### src/rtl/wall_scroller.sv
// wall_scroller
//    Consumer end of the wall-height stream. Fetches gap heights from the
//    height generator with a req/valid handshake and spawns up to two walls
//    at the right screen edge. Walls scroll left on frame ticks. Also flags
//    bird/wall collisions and walls passing the left edge.
//
// Ports
//    clock, resetn        clock and async active-low reset
//    enable               game running; low clears walls and returns to IDLE
//    frame_tick           one-cycle pulse per video frame
//    height_in/_valid     candidate gap top and its valid strobe
//    height_req           asserted while waiting for a height
//    bird_y               bird top row
//    wall0_x/_h, wall1_x/_h   left column and clamped gap top per slot
//    wall_active          bit i = slot i on screen
//    collision            sticky hit flag
//    pass_pulse           one-cycle pulse when wall(s) retire at x=0
//    score                walls passed, saturating at 255
//
// Build option
//    WALL_SCROLLER_SCORE_EN  defined: score counter built.
//                            undefined: score tied to 0.
//
// state   | meaning
// --------+-----------------------------------------------
// S_IDLE  | game stopped, walls cleared
// S_FETCH | height_req high, walls keep scrolling
// S_RUN   | scrolling, checking whether a spawn is due
// S_HALT  | collision seen, walls frozen until enable=0
module wall_scroller #(
   parameter int SCREEN_W  = 160,
   parameter int SCREEN_H  = 120,
   parameter int WALL_W    = 8,
   parameter int GAP_H     = 24,
   parameter int SPACING   = 80,
   parameter int SPEED_DIV = 2,
   parameter int BIRD_X    = 40
) (
   input  logic       clock,
   input  logic       resetn,
   input  logic       enable,
   input  logic       frame_tick,
   input  logic [7:0] height_in,
   input  logic       height_valid,
   output logic       height_req,
   input  logic [6:0] bird_y,
   output logic [7:0] wall0_x,
   output logic [7:0] wall1_x,
   output logic [7:0] wall0_h,
   output logic [7:0] wall1_h,
   output logic [1:0] wall_active,
   output logic       collision,
   output logic       pass_pulse,
   output logic [7:0] score
);

   typedef enum logic [1:0] {S_IDLE, S_FETCH, S_RUN, S_HALT} state_t;

   localparam int DIV_W = (SPEED_DIV > 1) ? $clog2(SPEED_DIV) : 1;
   localparam logic [DIV_W-1:0] DIV_LAST = DIV_W'(SPEED_DIV - 1);
   localparam logic [7:0] SPAWN_X     = 8'(SCREEN_W - 1);
   localparam logic [7:0] SPAWN_LIMIT = 8'(SCREEN_W - 1 - SPACING);
   localparam logic [7:0] H_MAX       = 8'(SCREEN_H - GAP_H);
   localparam logic [8:0] BIRD_X9     = 9'(BIRD_X);
   localparam logic [8:0] WALL_W9     = 9'(WALL_W);
   localparam logic [8:0] GAP_H9      = 9'(GAP_H);

   state_t           state_q, state_d;
   logic [7:0]       x_q [2];
   logic [7:0]       h_q [2];
   logic [1:0]       active_q;
   logic             next_slot_q;
   logic [DIV_W-1:0] div_q;
   logic             collision_q;
   logic             pass_q;

   logic       scrolling, hit_any, tick_cnt, step, accept, spawn_need;
   logic [1:0] hit, retire;
   logic [8:0] bird_y9;
   logic [7:0] h_clamped;

   assign bird_y9    = {2'b00, bird_y};
   assign h_clamped  = (height_in > H_MAX) ? H_MAX : height_in;
   assign scrolling  = (state_q == S_FETCH) || (state_q == S_RUN);
   assign height_req = (state_q == S_FETCH);

   // All compares are 9 bits wide so x+WALL_W and h+GAP_H never wrap.
   always_comb begin
      hit = '0;
      for (int i = 0; i < 2; i++) begin
         hit[i] = active_q[i]
                  && ({1'b0, x_q[i]} <= BIRD_X9)
                  && (BIRD_X9 < ({1'b0, x_q[i]} + WALL_W9))
                  && ((bird_y9 < {1'b0, h_q[i]})
                      || (bird_y9 >= ({1'b0, h_q[i]} + GAP_H9)));
      end
   end

   // A hit freezes everything in the same cycle so the wall stops at the
   // position where the collision was seen.
   assign hit_any  = scrolling && (|hit);
   assign tick_cnt = enable && scrolling && frame_tick && !hit_any;
   assign step     = tick_cnt && (div_q == DIV_LAST);
   assign accept   = enable && height_req && height_valid && !hit_any;
   assign retire[0] = step && active_q[0] && (x_q[0] == 8'd0);
   assign retire[1] = step && active_q[1] && (x_q[1] == 8'd0);

   assign spawn_need = !active_q[next_slot_q]
                       && (!active_q[~next_slot_q]
                           || (x_q[~next_slot_q] <= SPAWN_LIMIT));

   always_comb begin
      state_d = state_q;
      if (!enable) begin
         state_d = S_IDLE;
      end else begin
         case (state_q)
            S_IDLE:  state_d = S_FETCH;
            S_FETCH: if (hit_any) state_d = S_HALT;
                     else if (accept) state_d = S_RUN;
            S_RUN:   if (hit_any) state_d = S_HALT;
                     else if (spawn_need) state_d = S_FETCH;
            S_HALT:  state_d = S_HALT;
            default: state_d = S_IDLE;
         endcase
      end
   end

   always_ff @(posedge clock or negedge resetn) begin
      if (!resetn) state_q <= S_IDLE;
      else         state_q <= state_d;
   end

   always_ff @(posedge clock or negedge resetn) begin
      if (!resetn) begin
         x_q[0]      <= '0;
         x_q[1]      <= '0;
         h_q[0]      <= '0;
         h_q[1]      <= '0;
         active_q    <= '0;
         next_slot_q <= 1'b0;
         div_q       <= '0;
         collision_q <= 1'b0;
         pass_q      <= 1'b0;
      end else if (!enable) begin
         x_q[0]      <= '0;
         x_q[1]      <= '0;
         h_q[0]      <= '0;
         h_q[1]      <= '0;
         active_q    <= '0;
         next_slot_q <= 1'b0;
         div_q       <= '0;
         collision_q <= 1'b0;
         pass_q      <= 1'b0;
      end else begin
         pass_q <= |retire;
         if (hit_any) collision_q <= 1'b1;
         if (tick_cnt) div_q <= step ? '0 : div_q + 1'b1;
         if (step) begin
            for (int i = 0; i < 2; i++) begin
               if (retire[i])        active_q[i] <= 1'b0;
               else if (active_q[i]) x_q[i] <= x_q[i] - 8'd1;
            end
         end
         // The target slot is always inactive here, so this never races a step.
         if (accept) begin
            x_q[next_slot_q]      <= SPAWN_X;
            h_q[next_slot_q]      <= h_clamped;
            active_q[next_slot_q] <= 1'b1;
            next_slot_q           <= ~next_slot_q;
         end
      end
   end

`ifdef WALL_SCROLLER_SCORE_EN
   logic [7:0] score_q;
   logic [8:0] score_sum;

   assign score_sum = {1'b0, score_q} + {8'd0, retire[0]} + {8'd0, retire[1]};

   // Held across enable=0; only resetn clears the score.
   always_ff @(posedge clock or negedge resetn) begin
      if (!resetn) score_q <= '0;
      else         score_q <= score_sum[8] ? 8'hff : score_sum[7:0];
   end

   assign score = score_q;
`else
   assign score = 8'd0;
`endif

   assign wall0_x     = x_q[0];
   assign wall1_x     = x_q[1];
   assign wall0_h     = h_q[0];
   assign wall1_h     = h_q[1];
   assign wall_active = active_q;
   assign collision   = collision_q;
   assign pass_pulse  = pass_q;

endmodule

### config.mk
export PLATFORM = sky130hd
export DESIGN_NAME = wall_scroller
export DESIGN_NICKNAME = d
export VERILOG_FILES = /design/src/rtl/wall_scroller.sv
export SDC_FILE = /design/constraint.sdc
export NUM_CORES = 1
export LEC_CHECK = 0
export CORE_MARGIN = 2
export CORE_UTILIZATION = 30
export DETAILED_ROUTE_END_ITERATION = 7
export GPL_TIMING_DRIVEN = 0
export RECOVER_POWER = 25
export REMOVE_ABC_BUFFERS = 1
export SYNTH_ARGS = -nofsm -noshare
export SYNTH_HDL_FRONTEND = slang
export SYNTH_SLANG_ARGS = --single-unit
### constraint.sdc
create_clock -name clock -period 4.8 [get_ports clock]
set_input_delay 0.96 -clock clock [delete_from_list [all_inputs] [get_ports clock]]
set_output_delay 0.96 -clock clock [all_outputs]
set_load 0.01 [all_outputs]
Yosys cells after proc, flatten, opt, wreduce, memory -nomap -nowiden
Index checks and enable logic that the tools add are counted.

word-level totals
  flip-flop bits (word level) = 40
  word-level logic and storage cells = 125

operators by class
  add/subtract/negate cells = 7
  magnitude comparators = 16
  equal/unequal tests = 8
  mux-type cells = 43
  bitwise gates (word level) = 7
  reductions and logical operators = 34

operators with widths
  operator                                                                           number
  16-bit 2-to-1 mux                                                                  6
  8-bit 2-to-1 mux                                                                   9
  1-bit logical AND                                                                  21
  8-bit by 4-bit adder with 9-bit output (second input constant)                     2
  8-bit by 5-bit adder with 9-bit output (second input constant)                     2
  7-bit by 9-bit >= comparator with 1-bit output                                     2
  6-bit by 9-bit less-than comparator with 1-bit output (first input constant)       2
  2-bit 2-to-1 mux                                                                   9
  16-bit bitwise mux                                                                 1
  8-bit by 6-bit less-or-equal comparator with 1-bit output (second input constant)  2
  8-bit logical NOT                                                                  2
  7-bit by 8-bit less-than comparator with 1-bit output                              2
  8-bit by 1-bit subtractor with 8-bit output (second input constant)                2
  1-bit 2-to-1 mux                                                                   15
  12-bit bitwise OR                                                                  1
  8-bit demux with 1-bit select                                                      1
  8-bit by 7-bit greater-than comparator with 1-bit output (second input constant)   1
  8-bit by 7-bit less-or-equal comparator with 1-bit output (second input constant)  1
  2-bit one-hot mux with 4 select lines                                              1
  2-bit by 1-bit != test with 1-bit output (second input constant)                   3
  4-bit AND                                                                          1
  2-bit equality test (second input constant)                                        2
  2-bit >= comparator (second input constant)                                        2
  1-bit logical OR                                                                   4
  16 further kinds                                                                   21

Logic depth before layout (Yosys ltp)
Gate-level depths: netlist of run 1.

  word-level depth = 17
  depth in mapped cells = 13
  depth with buffers taken out = 11

Least setup slack after synthesis of run 1
OpenSTA, ideal clock, no wires.

  path kind = input to register
  start point = input bird_y[4]
  end point = register x_q, in the netlist wall1_x[5]
  library setup time = 0.094 ns
  data arrival time = 3.134 ns
  required time = 4.706 ns
  path slack = 1.572 ns
  stages on the path = 8
  buffers on the path = 0
  path through = ha_1 -> a211o_1 -> a21oi_1 -> o21ai_0 -> a221o_1 -> a22o_4 -> or4_1 -> a221oi_2

between the ends
  word-level cells in the longest chain between the ends = 16

ends and longest elaborated chain
  element                                                                                                                         line      text
  from (decl)                                                                                                                     46        input logic [6:0] bird_y,
  7-bit by 9-bit >= comparator with 1-bit output / 7-bit by 8-bit less-than comparator with 1-bit output (equally long branches)  95, 94
  1-bit logical OR                                                                                                                95        || (bird_y9 >= ({1'b0, h_q[i]} + GAP_H9)));
  1-bit logical AND                                                                                                               94        && ((bird_y9 < {1'b0, h_q[i]})
  2-bit OR reduction (*)                                                                                                          101       assign hit_any = scrolling && (|hit);
  1-bit logical AND (*)                                                                                                           101
  1-bit logical NOT (*)                                                                                                           102, 104
  1-bit logical AND                                                                                                               102       assign tick_cnt = enable && scrolling && frame_tick && !hit_any;
  1-bit logical AND                                                                                                               103       assign step = tick_cnt && (div_q == DIV_LAST);
  1-bit logical AND (2 in a row)                                                                                                  106       assign retire[1] = step && active_q[1] && (x_q[1] == 8'd0);
  8-bit 2-to-1 mux                                                                                                                161       if (retire[i]) active_q[i] <= 1'b0;
  16-bit 2-to-1 mux                                                                                                               159       if (step) begin
  16-bit 2-to-1 mux                                                                                                               145       end else if (!enable) begin
  4-bit AND (no line)                                                                                                             n/a
  16-bit 2-to-1 mux (*)                                                                                                           166       if (accept) begin
  16-bit 2-to-1 mux (*)                                                                                                           145
  to (signal, indexed assignment)                                                                                                 162       else if (active_q[i]) x_q[i] <= x_q[i] - 8'd1;
  to (decl)                                                                                                                       69        logic [7:0] x_q [2];

Every way passes the cells marked *; elsewhere a longest branch is shown, timed or not. The select of a mux whose other input is x is not followed.
A chain may end at the register's enable or synchronous reset.

Worst setup path in the final report of run 1
  start point = input bird_y[4]
  end point = register h_q, in the netlist wall0_h[6]

between the ends
  word-level cells in the longest chain between the ends = 8

ends and longest elaborated chain
  element                                                                                                                         line    text
  7-bit by 9-bit >= comparator with 1-bit output / 7-bit by 8-bit less-than comparator with 1-bit output (equally long branches)  95, 94
  1-bit logical OR                                                                                                                95
  1-bit logical AND                                                                                                               94
  2-bit OR reduction (*)                                                                                                          101
  1-bit logical AND (*)                                                                                                           101
  1-bit logical NOT (*)                                                                                                           104     assign accept = enable && height_req && height_valid && !hit_any;
  1-bit logical AND (*)                                                                                                           104
  2-bit by 1-bit != test with 1-bit output (no line) (*)                                                                          n/a
  to (signal, indexed assignment)                                                                                                 168     h_q[next_slot_q] <= h_clamped;
  to (decl)                                                                                                                       70      logic [7:0] h_q [2];

Every way passes the cells marked *; elsewhere a longest branch is shown, timed or not.

==> results of run 1 <==
-- synthesized netlist by cell type, types with 3 or more instances --
library cell and n:
sky130_fd_sc_hd__a211oi_1 3, sky130_fd_sc_hd__a21oi_1 19, sky130_fd_sc_hd__a311oi_1 3, sky130_fd_sc_hd__a31oi_1 6, sky130_fd_sc_hd__and2_1 4, sky130_fd_sc_hd__and3_1 3, sky130_fd_sc_hd__buf_4 8, sky130_fd_sc_hd__clkbuf_1 9
sky130_fd_sc_hd__dfrtp_1 40, sky130_fd_sc_hd__ha_1 32, sky130_fd_sc_hd__inv_1 26, sky130_fd_sc_hd__mux2i_1 11, sky130_fd_sc_hd__nand2_1 34, sky130_fd_sc_hd__nand2b_1 6, sky130_fd_sc_hd__nand3_1 4, sky130_fd_sc_hd__nand3b_1 4
sky130_fd_sc_hd__nand4_1 3, sky130_fd_sc_hd__nor2_1 12, sky130_fd_sc_hd__nor3_1 8, sky130_fd_sc_hd__nor4_1 4, sky130_fd_sc_hd__o211ai_1 4, sky130_fd_sc_hd__o21ai_0 16, sky130_fd_sc_hd__o31a_1 5, sky130_fd_sc_hd__o31ai_1 9
sky130_fd_sc_hd__or3_1 13, sky130_fd_sc_hd__or4_1 13
-- state kept, by name, indices dropped and copies added (netlist names) --
name,flops
wall_active,2
div_q,1
collision,1
wall1_x,8
wall0_x,8
wall0_h,8
state_q,2
next_slot_q,1
wall1_h,8
pass_pulse,1
-- cell usage in the layout, fill, tap and decap left out, types with 2 or more instances in the layout --
cell type	count
sky130_fd_sc_hd__clkdlybuf4s50_1	55
sky130_fd_sc_hd__dfrtp_1	40
sky130_fd_sc_hd__nand2_1	34
sky130_fd_sc_hd__ha_1	32
sky130_fd_sc_hd__inv_1	26
sky130_fd_sc_hd__a21oi_1	19
sky130_fd_sc_hd__o21ai_0	16
sky130_fd_sc_hd__or4_1	13
sky130_fd_sc_hd__or3_1	13
sky130_fd_sc_hd__nor2_1	12
sky130_fd_sc_hd__mux2i_1	11
sky130_fd_sc_hd__o31ai_1	9
sky130_fd_sc_hd__nor3_1	8
sky130_fd_sc_hd__conb_1	8
sky130_fd_sc_hd__a31oi_1	6
sky130_fd_sc_hd__o31a_1	5
sky130_fd_sc_hd__nand2b_1	5
sky130_fd_sc_hd__clkbuf_8	5
sky130_fd_sc_hd__nand3_1	4
sky130_fd_sc_hd__nor4_1	4
sky130_fd_sc_hd__nand3b_1	4
sky130_fd_sc_hd__and2_1	4
sky130_fd_sc_hd__o211ai_1	4
sky130_fd_sc_hd__a311oi_1	3
sky130_fd_sc_hd__and3_1	3
sky130_fd_sc_hd__a211oi_1	3
sky130_fd_sc_hd__nand4_1	3
sky130_fd_sc_hd__clkbuf_1	3
sky130_fd_sc_hd__a221oi_1	2
sky130_fd_sc_hd__xnor2_1	2
sky130_fd_sc_hd__xor2_1	2
sky130_fd_sc_hd__nor2b_1	2
sky130_fd_sc_hd__a21o_1	2
sky130_fd_sc_hd__a221oi_2	2
sky130_fd_sc_hd__nand4b_1	2
sky130_fd_sc_hd__o311ai_0	2
-- what timing repair did --
| item | CTS | global route |
|---|---|---|
| hold endpoints to repair | 0 | 0 |
| endpoints found under the setup margin | 0 | 1 |
| gates resized for setup | 0 | 1 |
-- cell type report --
type                            count  area (sq um)
Sequential cell                    40          1000
Timing Repair Buffer               57           558
Inverter                           27           101
Clock inverter                      1          5.00
Tap cell                          133           166
Clock buffer                        6          72.6
Multi-Input combinational cell    256          1820
Fill cell                        1019          6050
-- worst paths after layout --
| path | from | endpoint | cells after the start |
|---|---|---|---|
| worst max-delay path | bird_y[4] | wall0_h[6] | 9 |
| worst min-delay path | collision | collision | 2 |
| worst max register to register | wall1_h[3] | wall0_h[6] | 10 |
| worst min register to register | collision | collision | 2 |
| max in group asynchronous | resetn | wall0_h[7] | 2 |
| min in group asynchronous | resetn | wall1_x[2] | 1 |
-- tightest hold or removal path: stages, from the launching register on --
cell and delay (ps):
sky130_fd_sc_hd__dfrtp_1 380, sky130_fd_sc_hd__inv_1 50, sky130_fd_sc_hd__a21oi_1 50
-- per-stage QoR --
step                util, %  setup WS, ps  TNS (ps)
floorplan                 -          1260         0
global placement       37.3         -16.6     -32.4
detailed placement     37.6         -66.8      -134
CTS                    38.4           240         0
global route           38.1           230         0
finish                 38.1           481         0
-- metal layers --
layer / vias to the layer above / GRT usage, % / part of all wire (%)
li1: 1326 / - / -
met1: 1291 / 19.9 / 47
met2: 73 / 24.1 / 47
met3: 9 / 3.26 / 4.8
met4: 0 / 4.63 / 1.6
met5: - / 0 / 0
-- cell families (layout without fill, tap and decap cells) --
logic type	count (synthesis)	count (layout)	synth area share (%)
flip-flops	40	40	33.3
AO/OA/AOI/OAI	85	85	20.3
multiplexers	12	12	4.03
adder cells (fa/ha/maj)	32	32	13.3
XOR/XNOR	4	4	1.16
other	1	8	0.125
AND/OR/NAND/NOR	115	115	20.6
buffers and inverters	47	91	7.19
-- power groups by stage --
stage | logic (mW) | clock network (mW) | registers (mW)
floorplan | 0.278 | 0 | 0.439
global placement | 0.448 | 0 | 0.442
detailed placement | 0.457 | 0 | 0.442
CTS | 0.459 | 0.222 | 0.437
global route | 0.514 | 0.234 | 0.446
finish | 0.454 | 0.214 | 0.437
==> results by stage, run 1 <==
Yosys:
- During synthesis, Yosys emitted a total of 0 warnings.
- The cell accounting for the most synthesized area is sky130_fd_sc_hd__dfrtp_1.
- Counting flops with an async set or reset pin after synthesis yields a share of 100%.
- The register area share after synthesis is between 30 and 40%.
- Of the post-synthesis cell area, the dominant cell type holds 33.3%.
- Yosys attributes the largest share of cell area to sky130_fd_sc_hd__dfrtp_1 (33%), sky130_fd_sc_hd__ha_1 (13%), sky130_fd_sc_hd__nand2_1 (4.2%).
- Counting distinct cell types in the post-synthesis netlist gives 54.
- The synthesized area is between 3000 and 4000 sq um.
- The number of enable-type register cells in the synthesized netlist is 0.
- Synthesis handed over a netlist of 336 instances.
- The post-synthesis register bit count is 40.
- In this run the mean area of a mapped cell was 8.96 sq um.
- The most common flop cell mapped by yosys is sky130_fd_sc_hd__dfrtp_1.

Power:
- The internal power of the cells totals 0.680 mW.
- Summed over all nets, the switching power comes to 0.425 mW.
- The analysis attributes to cell leakage a power of around 1.6 nW.
- Of the total power, the clock network draws 19.3%.
- The power share of the combinational group is 41.1%.
- The final total power is ~1.1 mW.
- Net switching is 38.5% of the power.
- The power per cell area is roughly 300 nW/um^2.
- The worst IR drop on VDD is 0.000135 V.
- The share of total power dissipated in sequential elements is 39.6%.

Global route:
- The via count of the first global-routing pass is 2649.
- The first global-routing pass estimated 13.3 mm of wire.
- The global-route usage over all layers is between 10% and 20%.
- The maximum number of pins on one net before global-route repair is 35.
- The total overflow left after global routing is 0.
- The number of antenna violations at the first check in global routing is 0.

Setup path:
- The slack of the worst reg-to-reg path is 940 ps.
- The slowest stage of the critical path belongs to the cell sky130_fd_sc_hd__a221oi_4.
- On the critical path the largest part of the delay comes from compound AO/OA/AOI/OAI gates.
- The required time of the worst setup path is 4980 ps.
- STA classifies the critical path startpoint as a primary input.
- Traced cell by cell, the critical path runs through clkdlybuf4s50_1, ha_1, a211o_1, a21oi_1, o21ai_0, a221o_1, a221oi_4, nand2b_2, a221oi_1.
- The category of the critical setup timing path is primary input to flop.
- The number of buffers and inverters on the critical path is 1.
- The worst setup path is captured at a flop.
- Along the worst path, the maximum fanout reaches 17.
- In this design, the stage delay of the slowest critical-path cell is 800 ps.
- The critical path arrival is 4500 ps.

Routing:
- The count of vias placed by the detailed router is 2699.
- In the final routed layout, each cell accounts on average for 15.6 um.
- The number of iterations in the first detailed-routing pass is 4.
- The count of nets left with antenna violations once routing finished came out at 0.
- The final layout contains routed wiring with a total length of 8.13 mm.
- The number of DRC violations after detailed-routing iteration 0 is 95.
- Using the TritonRoute via totals, the vias-per-cell ratio works out to 5.19.
- After detailed routing, the number of remaining DRC violations is 0.

STA:
- The number of endpoints failing setup at the final stage is 0.
- The clock skew is 8.02 ps.
- For the finished layout, the period the worst path requires is approximately 4300 ps.
- Final hold analysis gives a worst-case slack of 510 ps.
- Measured against its own limit, the worst slew margin works out to between 10% and 20%.
- The slew at the pin with the worst max-slew slack is 1200 ps.
- The hold violation total from the final report is 0.
- The number of max-slew violations in the final report is 0.
- The top achievable clock speed is 232 MHz.
- Setup repair after global routing left no endpoint under its margin.
- The period utilization is 90.0%.

Layout:
- The post-route standard cell area excluding fillers is 3730 sq um.
- The area growth from synthesis to final layout is 23.8%.
- The number of antenna diodes in the final layout is 0.
- The net count of the finished layout is 439.
- The finished layout holds 520 standard cells, fillers aside.
- Cells with a size suffix above 1 make up 3.62% of the layout.

Placed design:
- In this run the tool buffered the top-level ports with 56 buffer cells.
- The number of cells after detailed placement is 513.
- The placer's final routability congestion estimate is 0.872.
- The placed wire-length estimate is around 6.0 mm.
- Summing all placed instances gives a cell area of 3670 sq um.

Clocking:
- The total of hold buffers inserted after clock tree synthesis is 0.
- The number of buffers created by CTS is 5.
- The clock drives 40 sinks.
- Clock-pin slew was measured on the worst setup and hold paths at 70 ps.
- The buffer type at the clock tree root is sky130_fd_sc_hd__clkbuf_8.
- The clock passes through at most 2 buffers.
- The clock reaches the later pin of the worst-skew pair after 290 ps.
- TritonCTS built the clock tree.
- The number of levels in the clock H-tree is 2.
- The post-CTS repair timing setup buffer count is 0.

Job:
- The max-cap check violation count is 0.

Run status:
- The flow ran to the end, and the final reports show no timing, DRC or antenna violations.

Min path:
- In this run the worst hold path is classified as flop to flop.

Die:
- The number of top-level pins is 65.
- In this run the core area contains 36 standard-cell rows.
- The floorplan step set the die width to 104 um.
- The starting density of the core is between 30% and 40%.
- The core area is roughly 9800 sq um.
- The die footprint is approximately 11000 sq um.
- The die height is around 100 um.
Power figures use the tool's default switching activity.
==> inputs of run 2 (changes only) <==
--- a/config.mk
+++ b/config.mk
@@ -11,6 +11,7 @@
 export GPL_TIMING_DRIVEN = 0
 export RECOVER_POWER = 25
 export REMOVE_ABC_BUFFERS = 1
+export SLEW_MARGIN = 20
 export SYNTH_ARGS = -nofsm -noshare
 export SYNTH_HDL_FRONTEND = slang
 export SYNTH_SLANG_ARGS = --single-unit
==> constraint.sdc (replaced) <==
create_clock -name clock -period 4.2 [get_ports clock]
set_input_delay 0.84 -clock clock [delete_from_list [all_inputs] [get_ports clock]]
set_output_delay 0.84 -clock clock [all_outputs]
set_load 0.01 [all_outputs]
==> run 2 against run 1 <==
Sequential power grew 14%. Count of clock-buffer cells in the layout is the same. Final cell count rose by 1.2%. Clock power increased by 14%. Die area is the same. Via count up 1.9%. Total power is 17% higher. Non-clock buffer count up 6. Combinational power increased by 19%. Worst hold slack barely moved. Utilization rose by 0.46 points. Clock skew about the same.
==> results by stage, run 2 (same netlist as run 1, synthesis figures left out) <==
Layout:
- The fraction of layout cells with a size suffix above 1 is 5.09% (was 3.62%).
- The net count reported at finish is 445 (was 439).
- The final-layout fill cell count is 1021 (was 1019).
- Most frequent cells in the layout: sky130_fd_sc_hd__clkdlybuf4s50_1 (55), sky130_fd_sc_hd__dfrtp_1 (40), sky130_fd_sc_hd__nand2_1 (34), sky130_fd_sc_hd__ha_1 (32), sky130_fd_sc_hd__inv_1 (26) (unchanged).
- The count of antenna diodes in the layout came to 0 (unchanged).
- The area growth from synthesis to final layout came to 25.3% (was 23.8%).
- The post-route standard cell area excluding fillers was 3770 sq um (was 3730 sq um).
- The most common library cell in the layout ignoring fill and taps was sky130_fd_sc_hd__clkdlybuf4s50_1 (unchanged).

Clocking:
- The total clock sinks came to 40 (unchanged).
- The buffer type at the clock tree root was sky130_fd_sc_hd__clkbuf_8 (unchanged).
- The total of hold buffers inserted after clock tree synthesis is 0 (unchanged).
- The CTS clock-pin slew for the worst setup and hold paths was 80 ps (was 70 ps).
- The clock latency at the later pin of the worst-skew pair is 290 ps (about the same).
- The maximum count of clock buffers along a single path is 2 (unchanged).
- The number of levels in the clock H-tree was 2 (unchanged).
- The number of buffers created by CTS is 5 (unchanged).
- The clock tree from TritonCTS is built (unchanged).

Power:
- The clock network power share came to 19.1% (was 19.3%).
- The design internal power is 0.796 mW (was 0.680 mW).
- The switching power as a share of total power is 38.2% (was 38.5%).
- The final total power was 1.29 mW (was 1.11 mW).
- The power share of the combinational group is 42.1% (was 41.1%).
- The power per cell area is 341 nW/um^2 (was 297 nW/um^2).
- The sequential fraction of design power was 38.8% (was 39.6%).
- The worst IR drop on VDD is 0.000153 V (was 0.000135 V).
- The leakage power came to 1.59 nW (was 1.56 nW).
- The switching power of the nets is 0.492 mW (was 0.425 mW).

Global route:
- The wire length of the first global-routing pass is 13.3 mm (unchanged).
- The via count of the first global-routing pass is 2649 (unchanged).
- The number of antenna violations at the first check in global routing was 0 (unchanged).
- The global-route usage over all layers was 14.9% (unchanged).
- The maximum number of pins on one net before global-route repair was 35 (unchanged).
- The global-route congestion overflow total came to 0 (unchanged).

Min path:
- The class of the tightest hold or removal check is flop to flop (unchanged).

Placed design:
- The placed wire-length estimate is 6.01 mm (unchanged).
- The count of buffers inserted at the top-level ports is 56 (unchanged).
- The total placed instance area is 3670 sq um (unchanged).
- The placer's final routability congestion estimate is 0.872 (unchanged).

Routing:
- The via-per-instance ratio was 5.23 (was 5.19).
- The number of antenna-violating nets in the routed design was 0 (unchanged).
- The final routed wirelength across all metal layers is 8.16 mm (was 8.13 mm).
- The number of DRC violations after detailed-routing iteration 0 is 95 (unchanged).
- The final routed wire length divided by cell count came to 15.5 um (was 15.6 um).
- The count of vias placed by the detailed router is 2749 (was 2699).
- The DRC violation count after routing came to 0 (unchanged).
- The number of iterations in the first detailed-routing pass is 4 (unchanged).

Die:
- The number of top-level pins is 65 (unchanged).
- The number of placement rows came to 36 (unchanged).
- The floorplan die width is 104 um (unchanged).
- The core area is 9770 sq um (unchanged).
- The die height was 104 um (unchanged).
- The starting density of the core is 30.8% (unchanged).
- The die footprint is 10900 sq um (unchanged).

STA:
- The hold violation total from the final report came to 0 (unchanged).
- After layout, the minimum clock period comes to roughly 4000 ps.
- RSZ-0062 raised after global routing: false (unchanged).
- The number of endpoints failing setup at the final stage is 0 (unchanged).
- The relative max-transition margin came to 21.1% (was 19.9%).
- The slew at the pin with the worst max-slew slack came to 1180 ps (was 1200 ps).
- The clock skew is 7.73 ps (was 8.02 ps).
- The top achievable clock speed is 257 MHz.
- The number of max-slew violations in the final report is 0 (unchanged).
- The period utilization is between 90 and 100%.

Setup path:
- The critical path arrival was 4120 ps (was 4500 ps).
- The slack of the worst reg-to-reg path is 780 ps (was 940 ps).
- The category of the critical setup timing path is primary input to flop (unchanged).
- The startpoint type of the worst setup path is a primary input (unchanged).
- The required time of the worst setup path is 4430 ps (was 4980 ps).
- The highest fanout seen on the critical path is 29 (was 17).
- The kind of capture point of the worst setup path is a flop (unchanged).

Run status:
- Result of the run: completed (unchanged).

Job:
- The max-cap check violation count was 0 (unchanged).
==> run 2: power groups by stage <==
stage | registers [mW] | clock network (mW) | logic (mW)
after global routing | 0.510 | 0.268 | 0.612
after detailed placement | 0.505 | 0 | 0.522
after global placement | 0.505 | 0 | 0.512
final | 0.500 | 0.245 | 0.542
after floorplan | 0.502 | 0 | 0.317
after CTS | 0.499 | 0.253 | 0.526
==> run 2: metrics by stage <==
step / util [%] / setup WS [ps] / setup TNS, ps / cells / hold WS [ps]
global route: 38.6 / 124 / 0 / 526 / 536
global placement: 37.3 / -497 / -5340 / 512 / 510
CTS: 38.4 / 13.3 / 0 / 520 / 517
floorplan: - / 777 / 0 / 323 / 544
detailed placement: 37.6 / -547 / -5890 / 513 / 507
finish: 38.6 / 303 / 0 / 526 / 510
==> run 2: path summary, 6_finish.rpt <==
path | startpoint | end | cells past startpoint
min in group asynchronous | resetn | wall1_x[2] | 1
min reg2reg | collision | collision | 2
min | collision | collision | 2
max | enable | wall1_x[7] | 5
max reg2reg | wall1_h[3] | wall1_x[6] | 10
max in group asynchronous | resetn | wall0_h[7] | 2
==> run 2: metal layers <==
metal | global-route usage (%) | share of wire [%] | vias to the layer above
li1 | - | - | 1343
met1 | 19.9 | 46 | 1315
met2 | 24.1 | 47 | 83
met3 | 3.26 | 4.9 | 8
met4 | 4.63 | 1.4 | 0
met5 | 0 | 0 | -
==> run 2: critical path, cell delays in order <==
cell and delay [ps]:
sky130_fd_sc_hd__clkdlybuf4s50_1 1190, sky130_fd_sc_hd__inv_1 650, sky130_fd_sc_hd__or4_1 810, sky130_fd_sc_hd__or4_1 540, sky130_fd_sc_hd__nand3_1 70
==> run 2: what timing repair did <==
| item | CTS | global route |
|---|---|---|
| buffers inserted | 0 | 6 |
| pin swaps | 1 | 1 |
| gates resized for setup | 1 | 0 |
| endpoints found under the setup margin | 14 | 11 |
==> run 2: cell type report <==
class	instances	area (sq um)	area share, %
clock buffer	6	72.6	1.92
sequential	40	1000	26.5
inverter	27	101	2.69
multi-input combinational	256	1820	48.3
tap	133	166	4.41
clock inverter	1	5.00	0.133
timing repair buffer	63	603	16.0
